[src/rtl/timer_alarm_sched_pkg.sv]
// timer_alarm_sched_pkg: shared FSM states, request opcodes and expiry rule
package timer_alarm_sched_pkg;
  typedef enum logic [1:0] {IDLE, SCAN, UPDATE} state_e;
  localparam logic OP_ARM = 1'b0;
  localparam logic OP_CANCEL = 1'b1;
  localparam int MAX_TW = 64;
  function automatic logic is_expired(input logic [MAX_TW-1:0] delta, input int width);
    return (delta == '0) || delta[width-1];
  endfunction
endpackage

[src/rtl/timer_alarm_sched.sv]
// timer_alarm_sched: multiplexes software alarm slots onto one timer compare channel
module timer_alarm_sched
  import timer_alarm_sched_pkg::*;
#(
  parameter int N_SLOTS = 4,
  parameter int TIME_WIDTH = 32,
  localparam int ID_WIDTH = $clog2(N_SLOTS)
) (
  input  logic                  clk_i,
  input  logic                  rst_ni,
  input  logic                  enable_i,
  input  logic [TIME_WIDTH-1:0] time_i,
  input  logic                  req_valid_i,
  output logic                  req_ready_o,
  input  logic                  req_op_i,
  input  logic [ID_WIDTH-1:0]   req_id_i,
  input  logic [TIME_WIDTH-1:0] req_deadline_i,
  output logic [N_SLOTS-1:0]    pending_o,
  output logic [N_SLOTS-1:0]    fire_o,
  output logic                  cmp_valid_o,
  output logic [TIME_WIDTH-1:0] cmp_value_o,
  output logic [ID_WIDTH-1:0]   cmp_id_o
);
  state_e state_q, state_d;
  logic [ID_WIDTH-1:0] idx_q, idx_d, best_id_q, best_id_d, cmp_id_q, cmp_id_d;
  logic [N_SLOTS-1:0] valid_q, valid_d, exp_q, exp_d;
  logic [N_SLOTS-1:0][TIME_WIDTH-1:0] deadline_q, deadline_d;
  logic [TIME_WIDTH-1:0] snap_q, snap_d, best_delta_q, best_delta_d, cmp_value_q, cmp_value_d;
  logic found_q, found_d, cmp_valid_q, cmp_valid_d;
  logic [TIME_WIDTH-1:0] delta;
  logic expired, last;
  // one slot per SCAN cycle: wrap-safe delta against the snapshot, expiry test
  always_comb begin
    delta = deadline_q[idx_q] - snap_q;
    expired = is_expired(MAX_TW'(delta), TIME_WIDTH);
    last = idx_q == ID_WIDTH'(N_SLOTS - 1);
  end
  // next-state: request handling in IDLE, scan accumulation, fire/clear in UPDATE
  always_comb begin
    state_d = state_q;
    idx_d = idx_q;
    valid_d = valid_q;
    deadline_d = deadline_q;
    snap_d = snap_q;
    exp_d = exp_q;
    found_d = found_q;
    best_delta_d = best_delta_q;
    best_id_d = best_id_q;
    cmp_valid_d = cmp_valid_q;
    cmp_value_d = cmp_value_q;
    cmp_id_d = cmp_id_q;
    case (state_q)
      IDLE: begin
        if (req_valid_i) begin
          if (req_op_i == OP_ARM) begin
            deadline_d[req_id_i] = req_deadline_i;
            valid_d[req_id_i] = 1'b1;
          end else begin
            valid_d[req_id_i] = 1'b0;
          end
        end
        if (enable_i) begin
          state_d = SCAN;
          snap_d = time_i;
          idx_d = '0;
          exp_d = '0;
          found_d = 1'b0;
        end
      end
      SCAN: begin
        if (valid_q[idx_q]) begin
          if (expired) begin
            exp_d[idx_q] = 1'b1;
          end else if (!found_q || delta < best_delta_q) begin
            found_d = 1'b1;
            best_delta_d = delta;
            best_id_d = idx_q;
          end
        end
        idx_d = idx_q + ID_WIDTH'(1);
        if (last) begin
          state_d = UPDATE;
          cmp_valid_d = found_d;
          cmp_value_d = found_d ? deadline_q[best_id_d] : '0;
          cmp_id_d = found_d ? best_id_d : '0;
        end
      end
      UPDATE: begin
        valid_d = valid_q & ~exp_q;
        state_d = IDLE;
      end
      default: state_d = IDLE;
    endcase
  end
  // state registers; reset drops every armed slot and aborts any scan
  always_ff @(posedge clk_i) begin
    if (!rst_ni) begin
      state_q <= IDLE;
      idx_q <= '0;
      valid_q <= '0;
      deadline_q <= '0;
      snap_q <= '0;
      exp_q <= '0;
      found_q <= 1'b0;
      best_delta_q <= '0;
      best_id_q <= '0;
      cmp_valid_q <= 1'b0;
      cmp_value_q <= '0;
      cmp_id_q <= '0;
    end else begin
      state_q <= state_d;
      idx_q <= idx_d;
      valid_q <= valid_d;
      deadline_q <= deadline_d;
      snap_q <= snap_d;
      exp_q <= exp_d;
      found_q <= found_d;
      best_delta_q <= best_delta_d;
      best_id_q <= best_id_d;
      cmp_valid_q <= cmp_valid_d;
      cmp_value_q <= cmp_value_d;
      cmp_id_q <= cmp_id_d;
    end
  end
  assign req_ready_o = state_q == IDLE;
  assign pending_o = valid_q;
  assign fire_o = (state_q == UPDATE) ? exp_q : '0;
  assign cmp_valid_o = cmp_valid_q & enable_i;
  assign cmp_value_o = cmp_value_q;
  assign cmp_id_o = cmp_id_q;
endmodule

[config.mk]
export PLATFORM = sky130hd
export DESIGN_NAME = timer_alarm_sched
export DESIGN_NICKNAME = d
export VERILOG_FILES = /design/src/rtl/timer_alarm_sched_pkg.sv /design/src/rtl/timer_alarm_sched.sv
export SDC_FILE = /design/constraint.sdc
export NUM_CORES = 1
export LEC_CHECK = 0
export CORE_MARGIN = 2
export CORE_UTILIZATION = 45
export DETAILED_ROUTE_END_ITERATION = 8
export PLACE_DENSITY = 0.65
export SLEW_MARGIN = 20
export SYNTH_ARGS = -nofsm -noshare
export SYNTH_HDL_FRONTEND = slang
export SYNTH_SLANG_ARGS = --single-unit
[constraint.sdc]
create_clock -name clk_i -period 17.7 [get_ports clk_i]
set_clock_uncertainty 0.2 [all_clocks]
set_input_delay 3.54 -clock clk_i [delete_from_list [all_inputs] [get_ports clk_i]]
set_output_delay 3.54 -clock clk_i [all_outputs]
set_load 0.05 [all_outputs]
==> summary.txt <==
Status: finished, final reports clean
Psw: 0.3726 mW
Adder-Cell Fraction of Synth Area: 6.488%
CTS buffer count: 26
Count leader, synth: nand2_1
Pins Over Slew Limit: 0
Clk_lat worst skew: 0.56 ns
Area delta synth->final: 16.11%
CTS Buffer Depth: 3
CP max-delay cell: clkdlybuf4s50_1
Vias per inst: 5.648
Starting Density: 45.54%
Die X: 174.2 um
Most common flop cell mapped by yosys: dfxtp_1
Fin crit period: 8.768 ns
Synth Area in Simple Gates: 19.12%
Worst-path clk slew: 0.06 ns
Seq/Total Area, Yosys: 37.16%
Rows: 62
Synth top cells by count: 405 x nand2_1, 242 x dfxtp_1, 216 x a21oi_1
Mapped Avg Cell Area: 8.225 um2
Crit-path leading delay family: buffers and inverters
Layout cells sized above 1: 6.853%
Placeable Area: 28,630 um2
CP max stage delay: 0.79 ns
Crit path cell chain: clkdlybuf4s50_1 -> and2_1 -> clkdlybuf4s50_1
Die area: 30,350 um2
Pwr Density: 87.33 nW/um2
Final GP Congestion: 0.8777
Asr flop ratio synth: 0%
Critical path startpoint category: input port
DR WL/cell: 18.29 um
Power share of the combinational group: 17.5%
Clk pwr share: 39.7%
Final setup margin: 8.932 ns
Vias: 11,483
P_leak: 5.723 nW
Worst EP required: 13.96 ns
DRT Pass-1 Iters: 5
Leading area contributor after synthesis: dfxtp_1
Cells after Synth: 1,585
Die Height: 174.2 um
Most frequent CP cell: clkdlybuf4s50_1
Synth cell types: 73
Ports: 115
Crit share post-route: 49.54%
Drt drc: 0
Root buf cell: clkbuf_16
Sum of negative setup slack: 0 ns
Post-synthesis xor/xnor area fraction: 1.411%
CP Capture Type: primary output
First-pass GRT wire length: 59,000 um
H-tree depth: 1
Final setup vio count: 0
Hold Crit Class: flip-flop to flip-flop
Least-Margin Pin Slew: 1.105 ns
Critical Path AT: 5.03 ns
Dpl ws: 8.932 ns
Int Power: 0.9494 mW
Num Clock Sinks: 242
RSZ-0062 raised after global routing: false
Yosys warns: 0
Worst path bufs/invs: 2
Share of the synthesized area in the top cell type: 37.16%
Post CTS Setup Buffer Count: 0
Routed Antenna Nets: 0
Fraction of power spent switching nets: 28.18%
Iteration-0 DRC Markers: 886
IO buf count: 114
Max frequency: 114.1 MHz
Flop pwr share: 42.7%
Post-Syn Area: 13,040 um2
Ant diodes: 0
Post-synth EDFFs: 0
Multiplexer share of the synthesized area: 13.18%
Hold slack: 0.2546 ns
Synth area leaders: dfxtp_1 37%, nand2_1 12%, a21oi_1 8.3%, mux2i_1 7.4%, ha_1 6.3%
CTS tree: built
Final #Nets: 1,774
Worst rel slew slack: 26.37%
Compound-Gate Fraction of Synth Area: 16.91%
Largest family of logic cells by synthesized area: simple AND/OR/NAND/NOR gates
HPWL Detailed: 24,700 um
Max-Cap Viols: 0
Hold-fix buffers, CTS: 0
Final Hold Fails: 0
Worst VDD drop: 0.06785 mV
Mapped Nets: 1,723
# resized after CTS: 0
Worst Path Max Fanout: 5
Critical path type: input port to primary output
Number of global-route vias before repair: 10,988
Routed wire length: 37,180 um
Gr usage total: 24.14%
Synthesized flop and latch total: 242
Global route overflow: 0
Largest net degree at the start of global routing: 130
Initial antenna violation count: 0
path summary, 6_finish.rpt:
| kind | startpoint | to | slack, ns | cells after the start |
|---|---|---|---|---|
| worst max register to register | idx_q[1] | cmp_value_o[5] | 10.05 | 21 |
| worst min register to register | snap_q[4] | snap_q[4] | 0.25 | 2 |
| worst max-delay path | enable_i | cmp_valid_o | 8.93 | 3 |
| worst min-delay path | snap_q[4] | snap_q[4] | 0.25 | 2 |
layer usage:
layer | global-route usage, % | vias up | wire, um
met5 | 0 | - | 0
met1 | 31.23 | 5496 | 16120
met3 | 3.871 | 65 | 2316
met2 | 41.24 | 316 | 17770
met4 | 7.563 | 0 | 963
li1 | - | 5606 | -
flip-flops by register name, indices dropped and copies added (netlist names), named ones only:
register,cells
best_delta_q,32
idx_q,2
best_id_q,2
snap_q,32
state_q,2
cmp_id_o,2
cmp_valid_q,1
cmp_value_o,32
found_q,1
deadline_q,128
exp_q,4
layout make-up:
type,instances,area (um2)
inverter,73,279.0
sequential,242,4847
clock inverter,7,88.84
fill,2667,13490
multi-input combinational,1169,7501
tap,384,480.5
timing repair buffer,124,1220
clock buffer,34,720.7
layout by cell type, fill, tap and decap left out, types with 26 or more instances in the layout:
cell and instances:
nand2_1 405, clkdlybuf4s50_1 114, nor2_1 75, clkbuf_16 26, a21oi_1 215, mux4_2 32
ha_1 66, inv_1 72, dfxtp_1 240, o221ai_1 28, mux2i_1 97, o21ai_0 28
power by group through the flow:
stage / sequential, mW / combinational [mW] / clock, mW
after floorplan: 0.573 / 0.163 / 0
after global placement: 0.576 / 0.228 / 0
after detailed placement: 0.577 / 0.230 / 0
after CTS: 0.565 / 0.231 / 0.534
after global routing: 0.566 / 0.260 / 0.556
final: 0.565 / 0.232 / 0.525
stage by stage:
step	cell area [um2]	power, mW	util (%)	instances
final	15140	1.322	52.88	2033
after global routing	15140	1.382	52.88	2033
after CTS	15130	1.330	52.85	2033
after detailed placement	14320	0.8070	50.02	1992
after global placement	14320	0.8040	50.02	1992
after floorplan	13040	0.7358	-	1585
cells by family (layout without fill, tap and decap cells):
family | Yosys count | in the layout
buf+inv | 174 | 238
fa+ha+maj | 67 | 67
compound gates | 364 | 364
xor+xnor | 21 | 21
flops | 242 | 242
mux | 131 | 131
simple gates | 586 | 586
worst register-to-register path, stage by stage, from the launching register on:
cell and delay, ns:
dfxtp_2 0.59, buf_4 0.55, mux4_2 0.34, inv_1 0.10, ha_1 0.23, fa_1 0.40
nand2b_1 0.18, a211oi_1 0.50, o21ai_1 0.32, a311oi_1 0.68, ha_1 0.37, nor2b_1 0.13
o21ai_0 0.14, a21oi_1 0.08, o21a_1 0.16, o21a_1 0.16, o31ai_1 0.49, nand3b_2 0.18
nor2_2 0.22, mux2_4 0.22, nand3_2 0.79, o221ai_1 0.51
Note: power is estimated with default switching activity, not from simulation.
